## config.mk

```make
export PLATFORM = sky130hd
export DESIGN_NAME = top_level
export DESIGN_NICKNAME = d
export VERILOG_FILES = /design/src/rtl/top_level.sv
export SDC_FILE = /design/constraint.sdc
export NUM_CORES = 1
export LEC_CHECK = 0
export ABC_CLOCK_PERIOD_IN_PS = 6180
export CORE_UTILIZATION = 53
export DETAILED_ROUTE_END_ITERATION = 8
export HOLD_SLACK_MARGIN = 0.1
export PLACE_DENSITY = 0.81
export SLEW_MARGIN = 20
export SYNTH_ARGS = -nofsm -noshare
export SYNTH_HDL_FRONTEND = slang
export SYNTH_SLANG_ARGS = --single-unit
```

## constraint.sdc

```tcl
create_clock -name clk -period 6.18 [get_ports clk]
set_input_delay 1.236 -clock clk [delete_from_list [all_inputs] [get_ports clk]]
set_output_delay 1.236 -clock clk [all_outputs]
set_load 0.005 [all_outputs]
```

## src/rtl/top_level.sv

```systemverilog
`default_nettype none
// ============================================================================
// Module   : top_level
// Desc     : LED-panel driver model. Serialises rA..rD MSB-first into four
//            time-multiplexed 32-bit shift/latch devices (16 byte outputs).
//            Macro LED_PERSIST_EN: every device always drives its own storage.
// Revision : 1.0 - initial release
// ============================================================================
module top_level #(
  parameter int WIDTH       = 32,
  parameter int NUM_DEV     = 4,
  parameter int SLOT_CYCLES = 37
) (
  input  logic             clk,
  input  logic             rst,
  input  logic [WIDTH-1:0] rA,
  input  logic [WIDTH-1:0] rB,
  input  logic [WIDTH-1:0] rC,
  input  logic [WIDTH-1:0] rD,
  output logic [7:0]       out_A,
  output logic [7:0]       out_B,
  output logic [7:0]       out_C,
  output logic [7:0]       out_D,
  output logic [7:0]       out_E,
  output logic [7:0]       out_F,
  output logic [7:0]       out_G,
  output logic [7:0]       out_H,
  output logic [7:0]       out_I,
  output logic [7:0]       out_J,
  output logic [7:0]       out_K,
  output logic [7:0]       out_L,
  output logic [7:0]       out_M,
  output logic [7:0]       out_N,
  output logic [7:0]       out_O,
  output logic [7:0]       out_P
);

  localparam int c_SLOT_W = (NUM_DEV > 1) ? $clog2(NUM_DEV) : 1;
  localparam int c_CYC_W  = $clog2(SLOT_CYCLES);

  localparam logic [c_CYC_W-1:0]  c_LAST_CYCLE  = c_CYC_W'(SLOT_CYCLES - 1);
  localparam logic [c_CYC_W-1:0]  c_SHIFT_LAST  = c_CYC_W'(WIDTH);
  localparam logic [c_CYC_W-1:0]  c_LATCH_CYCLE = c_CYC_W'(WIDTH + 1);
  localparam logic [c_SLOT_W-1:0] c_LAST_DEV    = c_SLOT_W'(NUM_DEV - 1);

  logic [c_SLOT_W-1:0] r_slot;
  logic [c_CYC_W-1:0]  r_cycle;
  logic [WIDTH-1:0]    r_ser;
  logic [WIDTH-1:0]    r_chain [NUM_DEV];
  logic [WIDTH-1:0]    r_store [NUM_DEV];
  logic [c_SLOT_W-1:0] r_active;
  logic                r_active_valid;

  logic [WIDTH-1:0]    w_word    [NUM_DEV];
  logic [WIDTH-1:0]    w_dev_out [NUM_DEV];
  logic                w_shift;

  assign w_word[0] = rA;
  assign w_word[1] = rB;
  assign w_word[2] = rC;
  assign w_word[3] = rD;

  assign w_shift = (r_cycle != '0) && (r_cycle <= c_SHIFT_LAST);

  always_ff @(posedge clk) begin
    if (rst) begin
      r_slot         <= '0;
      r_cycle        <= '0;
      r_ser          <= '0;
      r_active       <= '0;
      r_active_valid <= 1'b0;
      for (int k = 0; k < NUM_DEV; k++) begin
        r_chain[k] <= '0;
        r_store[k] <= '0;
      end
    end else begin
      if (r_cycle == c_LAST_CYCLE) begin
        r_cycle <= '0;
        r_slot  <= (r_slot == c_LAST_DEV) ? '0 : r_slot + c_SLOT_W'(1);
      end else begin
        r_cycle <= r_cycle + c_CYC_W'(1);
      end

      // Only the chain owned by the current slot moves; the rest hold.
      if (r_cycle == '0) begin
        r_ser <= w_word[r_slot];
      end else if (w_shift) begin
        r_ser           <= r_ser << 1;
        r_chain[r_slot] <= {r_chain[r_slot][WIDTH-2:0], r_ser[WIDTH-1]};
      end else if (r_cycle == c_LATCH_CYCLE) begin
        r_store[r_slot] <= r_chain[r_slot];
        r_active        <= r_slot;
        r_active_valid  <= 1'b1;
      end
    end
  end

  for (genvar k = 0; k < NUM_DEV; k++) begin : g_dev
    logic w_on;
`ifdef LED_PERSIST_EN
    assign w_on = 1'b1;
`else
    assign w_on = r_active_valid && (r_active == c_SLOT_W'(k));
`endif
    assign w_dev_out[k] = w_on ? r_store[k] : '0;
  end

  assign {out_D, out_C, out_B, out_A} = w_dev_out[0];
  assign {out_H, out_G, out_F, out_E} = w_dev_out[1];
  assign {out_L, out_K, out_J, out_I} = w_dev_out[2];
  assign {out_P, out_O, out_N, out_M} = w_dev_out[3];

endmodule
`default_nettype wire

```

Word level (Yosys, flattened, before mapping)
Memory sizes are Yosys's and may differ from the RTL's. A register that Yosys moved wholly into a read port is not among the register bits.
Cells that the tools add are included.
{ "totals": {"regBits": 43, "ramBits": 256, "inputBits": 130, "out_inout_bits": 128, "n_memories": 2} }
{ "mem_list": {"columns": ["name", "depth", "width", "read_ports", "rd_clocked_by_memory_dff", "write_ports", "line_no", "source"], "rows": [
  ["r_chain", 4, 32, 1, 1, 4, "49", "logic [WIDTH-1:0] r_chain [NUM_DEV];"],
  ["r_store", 4, 32, 4, 0, 4, "50", "logic [WIDTH-1:0] r_store [NUM_DEV];"]
]} }
{ "op_classes": {"addsub": 2, "magnitude_cmp": 2, "n_eq_ne": 6, "muxes": 29, "bitwise_logic": 3, "reduce_logical": 13} }
{ "op_table": {"columns": ["operator", "n"], "rows": [
  ["32-bit two-way mux", 10],
  ["32-bit binary-select mux with 2-bit select", 1],
  ["32-bit OR reduction", 2],
  ["1-bit two-way mux", 13],
  ["6-bit equality test, second input constant", 2],
  ["2-bit two-way mux", 5],
  ["6-bit by 1-bit adder with 6-bit output, second input constant", 1],
  ["2-bit equality test, second input constant", 3],
  ["6-bit <= comparator, second input constant", 1],
  ["6-bit zero test", 1],
  ["6-bit nonzero test", 1],
  ["1-bit logical AND", 5],
  ["3-bit greater-or-equal comparator, second input constant", 1],
  ["2-bit inverter with 3-bit output", 1],
  ["3-bit AND reduction", 1],
  ["2-bit by 1-bit adder with 2-bit output, second input constant", 1],
  ["2-bit by 1-bit equality test with 1-bit output, second input constant", 1],
  ["2-bit zero test", 1],
  ["1-bit inverter", 2],
  ["2-bit nonzero test", 1],
  ["2-bit OR reduction", 1]
]} }

Depth between registers and ports, before layout
{ "logic_depth": {"ltp_word": 8, "depth_mapped": 8, "depth_no_buf": 5} }

Worst setup path before layout
OpenSTA, ideal clock, no wires.
{ "synth_path": {"kind": "reg-to-reg", "from": "register r_cycle[0]", "to": "memory r_chain[0][0], enable pin", "setup_time_ns": 0.470, "arrival_time_ns": 3.895, "setup_slack_ns": 1.815, "stages_incl_launch_ff": 8, "n_path_buf": 2, "period_less_slack_ns": 4.365, "cell_sequence": "dfxtp_1 -> inv_1 -> ha_1 -> or4b_1 -> buf_2 -> xnor2_4 -> buf_6 -> o31ai_1"} }
{ "synth_lines": {"columns": ["element", "line_no", "source"], "rows": [
  ["from (decl)", "47", "logic [c_CYC_W-1:0] r_cycle;"],
  ["from (signal assigned)", "81", "r_cycle <= r_cycle + c_CYC_W'(1);"],
  ["to (decl)", "49", null]
]} }

==> metrics.cfg <==
[cells_and_area]
final_nets = 1519
drive_gt1_share_pct = 10.65
syn2layout_area_growth_pct = 27.46
num_antenna_cells = 0
post-route-util_pct = 69.34

[power_and_ir_drop]
seqPwrFrac_pct = 50.8
p_sw_share_pct = 22.01
p_switching_mw = 1.012
p_int_mw = 3.588
pwr-share-comb_pct = 9.2
ir_worst_vdd_mv = 0.2398
p_clk_share_pct = 40.0
p_leak_nw = 6.216
total_power_mw = 4.601
power.density_nw_per_um2 = 253.2

[clock_tree]
ctsRootBufferMaster = clkbuf_16
clk_pin_slew_ns = 0.06
clockBufferDepth = 3
htree_levels = 1
clkSinkCount = 301
numCtsBuffers = 29
ctsResizeCount = 0
cts-hold-fix-buffers = 0
tritoncts = done
cts_setup_buffers = 0
worstSkewPairLatency_ns = 0.54

[yosys]
synth_top_cell_area_share_pct = 53.92
avgSynthCellArea_um2 = 12.10
synth.distinct_cells = 44
synthCells = 1178
ys_top_cells_by_area = edfxtp_1 (54%), dfxtp_1 (6.3%), and2_1 (5.6%), mux4_2 (5.1%), mux2i_1 (4.5%)
ys_seq_elements = 301
syn_nets = 1312
mappedNetlistArea_um2 = 14260
seq_area_frac_synth_pct = 60.24
ys_warn_count = 0
synth_top_area_cell = edfxtp_1

[route]
drtPass1Iterations = 7
postRouteAntennaNets = 0
routed_via_density = 5.699
vias = 9934
wl_per_cell_um = 18.76
wl_mm = 32.69
drcViolationCount = 19
drt_iter0_drc = 863

[sta]
fin_ws_ns = 1.931
maxSlewViolCount = 0
rsz0062_at_grt = no
fin_worst_skew_ns = 0.01784
fmax_ghz = 0.2354
fin_crit_ns = 4.249
relSlewSlack_pct = 28.43
setup_viol = 0
fin_setup_tns_ns = 0
worst_pin_slew_ns = 1.074
hold_viol = 0
period_share_pct = 68.75
holdWs_ns = 0.4944

[worst_setup_path]
crit_path_start_kind = flip-flop
arrival_ns = 4.50
critPathKind = reg2reg
path_max_fanout = 101
critPathRequiredTime_ns = 6.43
end_kind = flip-flop

[die]
core_um2 = 26210
initial_core_util_pct = 54.40
io_pins = 258
rows = 59
die_area_um2 = 27560
die_w_um = 166.0
die-height_um = 166.0

[grt]
overflow = 0
grt_max_degree = 102
antenna_found_initial = 0
grt_usage_pct = 23.65
grt_pass1_wl_mm = 51.88
grt_pass1_vias = 9901

[outcome]
failed_checks = DRC
run_status = finished with violations

[placed_design]
gp_congestion = 0.7918
dp_hpwl_mm = 20.33
port_buffers = 257
place_ws_ns = 2.011

[worst_hold_path]
hp-class = reg2reg

[job]
maxCapViolations = 0

## through the flow
| step | area [um2] | cells |
|---|---|---|
| after floorplan | 14260 | 1178 |
| after global placement | 17050 | 1685 |
| after detailed placement | 17110 | 1687 |
| after CTS | 18110 | 1741 |
| after global routing | 18170 | 1743 |
| final | 18170 | 1743 |
## final timing paths
kind	start	to	slack (ns)	cells after the start
max	r_cycle[0]	r_chain[0][8]	1.93	7
max reg2reg	r_cycle[0]	r_chain[0][8]	1.93	7
min reg2reg	r_cycle[0]	r_cycle[0]	0.49	1
min	r_cycle[0]	r_cycle[0]	0.49	1
## cells in the mapped netlist, drive strengths merged
library cell / number
a211o: 1
xor2: 2
mux2: 32
or3b: 2
o21a: 1
edfxtp: 256
nand2b: 3
a41o: 1
clkbuf: 75
o311ai: 1
nand2: 39
clkinv: 1
buf: 29
nand3: 66
a21oi: 5
and2: 128
dfxtp: 45
mux2i: 64
nor2b: 2
o21ai: 39
mux4: 32
ha: 4
nand4: 4
and3b: 31
nor2: 137
and3: 2
xnor2: 2
a21o: 1
or3: 1
o31ai: 4
nor4b: 1
inv: 4
or4b: 1
or4: 1
nor3: 128
nor3b: 33
## layout by cell type (no fill, tap or decap), types with 5 or more instances in the layout
cell and count:
a21oi_1 5, and2_1 128, and3b_1 30, buf_4 20
bufinv_16 6, clkbuf_1 7, clkbuf_16 29, clkdlybuf4s50_1 256
clkinv_1 7, dfxtp_1 41, edfxtp_1 256, mux2_2 32
mux2i_1 64, mux4_2 32, nand2_1 38, nand3_1 66
nor2_1 135, nor3_1 128, nor3b_1 31, o21ai_0 35
## power groups by stage
stage	clock network, mW	logic, mW	registers (mW)
6_report	1.84	0.424	2.34
3_3_place_gp	0	0.406	2.38
3_5_place_dp	0	0.419	2.38
4_1_cts	1.86	0.422	2.34
2_1_floorplan	0	0.251	2.37
5_1_grt	1.92	0.458	2.35
## state kept, by name, indices dropped and copies added (netlist names), named ones only
signal / count
r_cycle: 6
r_ser: 32
r_slot: 2
r_chain: 128
r_active_valid: 1
r_active: 2
r_store: 128
## logic make-up (layout without fill, tap and decap cells)
group	after synthesis	after routing	synth area share, %
and+or+nand+nor	579	579	21.62
DFF	301	301	60.24
muxes	128	128	12.08
buffers and inverters	109	339	3.282
AOI/OAI and AO/OA	53	53	2.054
adders and majority gates	4	4	0.3511
xor gates and xnor gates	4	4	0.3775
## per-layer routing
metal	share of wire, %	routed length, um	global-route usage (%)
met2	52	16870	43.42
met4	1.5	489	4.835
met5	0	0	0
met1	40	12960	29.58
met3	7.3	2371	3.503
## worst max-delay path, stage by stage (launching register included)
cell and delay (ns):
dfxtp_1 0.35, inv_1 0.07, ha_1 0.23, or4b_1 0.96
xnor2_4 1.00, buf_4 0.90, o31ai_4 0.06, buf_4 0.31
## layout make-up
type / count / area (um2)
sequential: 301 / 8598
fill: 1800 / 8035
clock inverter: 18 / 242.7
tap: 335 / 419.2
inverter: 5 / 18.77
multi-input combinational: 768 / 5318
clock buffer: 36 / 752.0
timing repair buffer: 280 / 2823
No activity file was read; power rests on OpenSTA's default activity.
